===== config.mk =====
export PLATFORM = sky130hd
export DESIGN_NAME = io_port_ctrl
export DESIGN_NICKNAME = d
export VERILOG_FILES = /design/src/rtl/io_pkg.sv /design/src/rtl/sync_fifo.sv /design/src/rtl/io_port_ctrl.sv
export SDC_FILE = /design/constraint.sdc
export NUM_CORES = 1
export LEC_CHECK = 0
export ABC_CLOCK_PERIOD_IN_PS = 9300
export BUFFER_PORTS_ARGS = -buffer_cell sky130_fd_sc_hd__buf_2
export CORE_UTILIZATION = 35
export DETAILED_ROUTE_END_ITERATION = 8
export MAX_ROUTING_LAYER = met4
export PLACE_DENSITY = 0.63
export SYNTH_ARGS = -nofsm -noshare
export SYNTH_HDL_FRONTEND = slang
export SYNTH_SLANG_ARGS = --single-unit

===== constraint.sdc =====
create_clock -name clk_in -period 9.3 [get_ports clk_in]
set_input_delay 1.395 -clock clk_in [delete_from_list [all_inputs] [get_ports clk_in]]
set_output_delay 1.395 -clock clk_in [all_outputs]
set_load 0.02 [all_outputs]

===== src/rtl/io_pkg.sv =====
// Shared constants and types for the memory-mapped I/O port.
// Address decode selectors, register offsets and the byte type.
package io_pkg;

  localparam logic [1:0] IO_BASE_SEL = 2'b11;
  localparam logic [2:0] IO_UART_OFS = 3'd0;
  localparam logic [2:0] IO_CLK_OFS  = 3'd4;

  typedef logic [7:0] io_byte_t;

  // Little-endian byte select out of a 32-bit word.
  function automatic io_byte_t word_byte(input logic [31:0] word, input logic [1:0] idx);
    return word[{idx, 3'b000} +: 8];
  endfunction

endpackage


===== src/rtl/sync_fifo.sv =====
// Synchronous FIFO with occupancy count; DEPTH must be a power of two.
// A push is accepted when not full, or when full but popping in the same cycle.
module sync_fifo #(
  parameter int WIDTH = 8,
  parameter int DEPTH = 16
) (
  input  logic                   clk,
  input  logic                   rst_n,
  input  logic                   i_push,
  input  logic                   i_pop,
  input  logic [WIDTH-1:0]       i_data,
  output logic [WIDTH-1:0]       o_data,
  output logic [$clog2(DEPTH):0] o_count,
  output logic                   o_full,
  output logic                   o_empty
);

  localparam int AW = $clog2(DEPTH);
  localparam logic [AW:0] FULL_CNT = (AW+1)'(DEPTH);

  logic [WIDTH-1:0] r_mem [DEPTH];
  logic [AW-1:0]    r_wr_ptr;
  logic [AW-1:0]    r_rd_ptr;
  logic [AW:0]      r_count;
  logic             w_push;
  logic             w_pop;

  assign o_empty = (r_count == '0);
  assign o_full  = (r_count == FULL_CNT);
  assign o_count = r_count;
  assign o_data  = r_mem[r_rd_ptr];

  assign w_pop  = i_pop & ~o_empty;
  assign w_push = i_push & (~o_full | w_pop);

  // NOTE: state uses non-blocking (<=) so every flop samples pre-edge values.
  always_ff @(posedge clk or negedge rst_n) begin
    if (!rst_n) begin
      r_wr_ptr <= '0;
      r_rd_ptr <= '0;
      r_count  <= '0;
    end else begin
      if (w_push) r_wr_ptr <= r_wr_ptr + 1'b1;
      if (w_pop)  r_rd_ptr <= r_rd_ptr + 1'b1;
      case ({w_push, w_pop})
        2'b10:   r_count <= r_count + 1'b1;
        2'b01:   r_count <= r_count - 1'b1;
        default: r_count <= r_count;
      endcase
    end
  end

  // NOTE: storage has no reset; the pointers/count define which entries are valid.
  always_ff @(posedge clk) begin
    if (w_push) r_mem[r_wr_ptr] <= i_data;
  end

endmodule


===== src/rtl/io_port_ctrl.sv =====
// Memory-mapped I/O port: UART TX FIFO, RX read path, stop/prog_done logic.
// Define IO_CYCLE_COUNTER_EN to include the 32-bit cycle counter and snapshot.
module io_port_ctrl
  import io_pkg::*;
#(
  parameter int TX_DEPTH    = 16,
  parameter int FULL_MARGIN = 2
) (
  input  logic        clk_in,
  input  logic        rst_in,
  input  logic        rdy_in,
  input  logic [31:0] cpu_a,
  input  logic        cpu_wr,
  input  logic [7:0]  cpu_dout,
  output logic [7:0]  io_din,
  output logic        io_sel_q,
  output logic        io_buffer_full,
  output logic [7:0]  tx_data,
  output logic        tx_valid,
  input  logic        tx_ready,
  input  logic [7:0]  rx_data,
  input  logic        rx_valid,
  output logic        rx_pop,
  output logic        prog_done,
  output logic        tx_ovf
);

  localparam int CW = $clog2(TX_DEPTH) + 1;
  localparam logic [CW-1:0] FULL_THRESH = CW'(TX_DEPTH - FULL_MARGIN);

  logic          w_hit;
  logic          w_wr;
  logic          w_rd;
  logic [2:0]    w_ofs;
  logic          w_push_req;
  logic          w_stop_req;
  io_byte_t      w_push_data;
  logic          w_pop;
  logic          w_full;
  logic          w_empty;
  logic          w_drop;
  logic [CW-1:0] w_count;
  io_byte_t      w_fifo_data;
  io_byte_t      w_rd_data;
  logic [31:0]   w_cycle;
  logic [31:0]   w_snap;
  logic          w_unused;

  logic          r_stop_pend;
  logic          r_prog_done;
  logic          r_tx_ovf;
  logic          r_io_sel_q;
  io_byte_t      r_io_din;

  assign w_hit    = rdy_in & (cpu_a[17:16] == IO_BASE_SEL);
  assign w_ofs    = cpu_a[2:0];
  assign w_wr     = w_hit & cpu_wr;
  assign w_rd     = w_hit & ~cpu_wr;
  assign w_unused = ^{cpu_a[31:18], cpu_a[15:3]};

  // NOTE: every always_comb output gets a default first so no latch is inferred.
  always_comb begin
    w_push_req  = 1'b0;
    w_stop_req  = 1'b0;
    w_push_data = '0;
    if (w_wr && !r_stop_pend) begin
      case (w_ofs)
        IO_UART_OFS: begin
          w_push_req  = (cpu_dout != 8'h00);
          w_push_data = cpu_dout;
        end
        IO_CLK_OFS: begin
          w_push_req = 1'b1;
          w_stop_req = 1'b1;
        end
        default: ;
      endcase
    end
  end

  sync_fifo #(
    .WIDTH (8),
    .DEPTH (TX_DEPTH)
  ) u_tx_fifo (
    .clk     (clk_in),
    .rst_n   (rst_in),
    .i_push  (w_push_req),
    .i_pop   (w_pop),
    .i_data  (w_push_data),
    .o_data  (w_fifo_data),
    .o_count (w_count),
    .o_full  (w_full),
    .o_empty (w_empty)
  );

  assign w_pop  = ~w_empty & tx_ready;
  assign w_drop = w_push_req & w_full & ~w_pop;

`ifdef IO_CYCLE_COUNTER_EN
  logic [31:0] r_cycle;
  logic [31:0] r_snap;

  always_ff @(posedge clk_in or negedge rst_in) begin
    if (!rst_in) begin
      r_cycle <= '0;
      r_snap  <= '0;
    end else begin
      r_cycle <= r_cycle + 32'd1;
      if (w_rd && (w_ofs == IO_CLK_OFS)) r_snap <= r_cycle;
    end
  end

  assign w_cycle = r_cycle;
  assign w_snap  = r_snap;
`else
  assign w_cycle = '0;
  assign w_snap  = '0;
`endif

  // Offset 4 returns the live low byte while the snapshot captures the rest.
  always_comb begin
    w_rd_data = '0;
    case (w_ofs)
      IO_UART_OFS: w_rd_data = rx_valid ? rx_data : 8'h00;
      IO_CLK_OFS:  w_rd_data = word_byte(w_cycle, 2'd0);
      3'd5:        w_rd_data = word_byte(w_snap, 2'd1);
      3'd6:        w_rd_data = word_byte(w_snap, 2'd2);
      3'd7:        w_rd_data = word_byte(w_snap, 2'd3);
      default:     w_rd_data = '0;
    endcase
  end

  // The stop marker is the only 0x00 that can ever enter the FIFO.
  always_ff @(posedge clk_in or negedge rst_in) begin
    if (!rst_in) begin
      r_io_din    <= '0;
      r_io_sel_q  <= 1'b0;
      r_stop_pend <= 1'b0;
      r_prog_done <= 1'b0;
      r_tx_ovf    <= 1'b0;
    end else begin
      r_io_sel_q <= w_rd;
      if (w_rd)       r_io_din    <= w_rd_data;
      if (w_stop_req) r_stop_pend <= 1'b1;
      if (w_drop)     r_tx_ovf    <= 1'b1;
      if (w_pop && r_stop_pend && (w_fifo_data == 8'h00)) r_prog_done <= 1'b1;
    end
  end

  assign io_din         = r_io_din;
  assign io_sel_q       = r_io_sel_q;
  assign io_buffer_full = (w_count >= FULL_THRESH);
  assign tx_data        = w_fifo_data;
  assign tx_valid       = ~w_empty;
  assign rx_pop         = w_rd & (w_ofs == IO_UART_OFS) & rx_valid;
  assign prog_done      = r_prog_done;
  assign tx_ovf         = r_tx_ovf;

endmodule

==> reports/metrics.csv <==
metric,value,unit
Ys Warns,0,
status,completed,
GP Congestion,0.795,
vias per cell,5.08,
"critical path fanouts, max",9,
CP Capture Type,output port,
syn_area_per_cell,18.3,um^2
R2R Path Start,u_tx_fifo.o_count[1],
initial antenna violation count,0,
Hold Fails Final Rpt,0,
IO Port Bufs,48,
H-tree depth,4,
setup violators final,0,
sequential fraction of the synthesis area,70.5,%
Synth area leaders,"edfxtp_1 61%, dfrtp_1 9.9%, mux4_2 8.9%",
clk_lat worst skew,0.41,ns
Synth area leader,edfxtp_1,
RSZ-0062 raised after global routing,no,
crit start category,input pin,
total negative setup slack,0,ns
Post-Syn Nets,410,
Leak,2.82,nW
CTS max path bufs,2,
met1 Usage GRT,17.9,%
final instance area,0.00741,mm^2
clock period minus worst slack,4.06,ns
DRT iter0 DRCs,246,
Hold Crit Class,register to register,
max-slew violations,0,
FILL cells,1510,
"Remaining Overflow, GRT",0,
Critical path origin,rdy_in,
share of cells above drive strength 1,27.5,%
chip height,137,um
Total GRT Usage,14.9,%
Die ar.,0.0187,mm^2
"Clk pin slew, worst setup/hold paths",0.06,ns
Num CTS Buffers,17,
share of the synthesized area in the top cell type,60.6,%
root buffer cell,clkbuf_16,
R2R Setup Slk,5.95,ns
clock tree sinks,153,
Peak VDD IR,138,uV
PD cells,279,mW/mm^2
HPWL Detailed,8.11,mm
"count leader, synth",edfxtp_1,
Synth top cells by count,"128 x edfxtp_1, 25 x dfrtp_1, 25 x mux4_2",
final net count,464,
Mapped Cells,347,
worst-margin pin slew,0.681,ns
row cnt,48,
worst hold start,tx_ovf,
via count,3248,
Synth Cell Area,0.00634,mm^2
Synth Register Bits,153,
Synth Flop Type,edfxtp_1,
Final Hold Slack,0.489,ns
Final ANT Viol Nets,0,
number of synthesized flops with an enable pin,128,
Slew headroom,54.6,%
Diodes inserted,0,
DRT Wirelength,12.4,mm
DRC,0,
Layout area overhead,16.9,%
M3 GR Usage,3.41,%
initial core utilization,36.3,%
WP data arrival,2.66,ns
Async SR Flop Fraction,16.3,%
cts hold-fix bufs,0,
I/O pins,76,
Setup Buffers After CTS,0,
Most Crowded Layer GR,met2,
crit path kind,input pin to output port,
clk_skew,0.0129,ns
total design power,2.07,mW
number of global-route vias before repair,3303,
Die X,137,um
global-route wire length before repair,18.9,mm
Cell variety after synth,44,
WL/cell,19.4,um
placed inst area,0.00679,mm^2
max frequency,246,MHz
grt met2 use,24.0,%
CTS tree,yes,
largest net degree at the start of global routing,34,
Worst Path Required,7.91,ns
fin crit share,43.6,%
max_cap viols,0,
area of the core,0.0175,mm^2
Pre-antenna DRT Iters,4,
cts repair resizes,0,
Final Util,42.4,%
==> final timing paths <==
kind | end | depth (start not counted)
worst min-delay path | tx_ovf | 1
worst max-delay path | rx_pop | 6
min in group asynchronous | io_din[4] | 1
worst min register to register | tx_ovf | 1
max in group asynchronous | prog_done | 1
worst max register to register | u_tx_fifo.o_count[4] | 11
==> routing by layer <==
metal  part of all wire [%]  up-vias  routed length [um]
met2                     53       69                6590
met3                    3.7       11                 465
met1                     41     1685                5140
met5                      0        -                   0
li1                       -     1483                   -
met4                    1.9        0                 230
==> layout make-up <==
class	count	area (um^2)	share of cell area, %
inverter	8	30.0	0.405
multi-input combinational	170	1740	23.5
clock buffer	20	437	5.89
timing repair buffer	51	263	3.55
sequential	153	4470	60.3
tap	225	282	3.80
clock inverter	12	188	2.53
==> worst max-delay path, cell delays in order <==
cell and delay (ns):
buf_2 0.07, nand3_1 0.11, or2_2 0.37, inv_1 0.09
and4b_1 0.39, buf_2 0.23
==> cells by family (layout without fill, tap and decap cells) <==
logic type	after synthesis	in the layout	share of synthesized area (%)
DFF	153	153	70.5
adders and majority gates	9	9	1.78
and+or+nand+nor	75	75	6.67
buffers and inverters	24	91	2.03
muxes	45	45	13.9
xor gates and xnor gates	12	12	1.66
AOI/OAI and AO/OA	29	29	3.45
==> flip-flops by register name, indices dropped and copies added (netlist names) <==
name	count
io_sel_q	1
u_tx_fifo.r_mem	128
u_tx_fifo.r_rd_ptr	4
tx_ovf	1
prog_done	1
r_stop_pend	1
u_tx_fifo.r_wr_ptr	4
io_din	8
u_tx_fifo.o_count	5
==> cell usage in the layout, fill, tap and decap left out, types with 2 or more instances in the layout <==
cell        synthesis  layout
inv_1               8       8
a21oi_1             4       4
clkbuf_1            6       3
buf_4               2       3
mux2_2              5       5
mux4_1              7       7
a22o_1              8       8
xor2_1              5       5
nor4_1              4       4
mux2i_1             8       8
dfrtp_1            25      25
nand4_1             2       2
a22oi_1             5       5
a21o_1              2       2
buf_2               5      48
ha_1                9       9
inv_6               0       3
and2_1             24      24
clkinvlp_4          0       4
nand2_1            11      11
nor3_1              6       6
mux4_2             25      25
nand3_1            12      12
nor2b_1             3       3
clkbuf_16           0      17
xnor2_1             7       7
bufinv_16           0       4
edfxtp_1          128     128
nand3_2             2       2
nor2_1              6       6
==> per-stage QoR <==
stage	worst slack [ns]	instances
floorplan	5.36	347
global placement	5.08	607
detailed placement	4.96	607
CTS	5.23	639
global route	5.14	639
finish	5.24	639
==> power by group <==
| group | switching (mW) | total [mW] | internal [mW] |
|---|---|---|---|
| combinational | 0.298 | 0.537 | 0.239 |
| clock | 0.274 | 0.728 | 0.454 |
| sequential | 0.0395 | 0.803 | 0.763 |
Power figures use the tool's default switching activity.
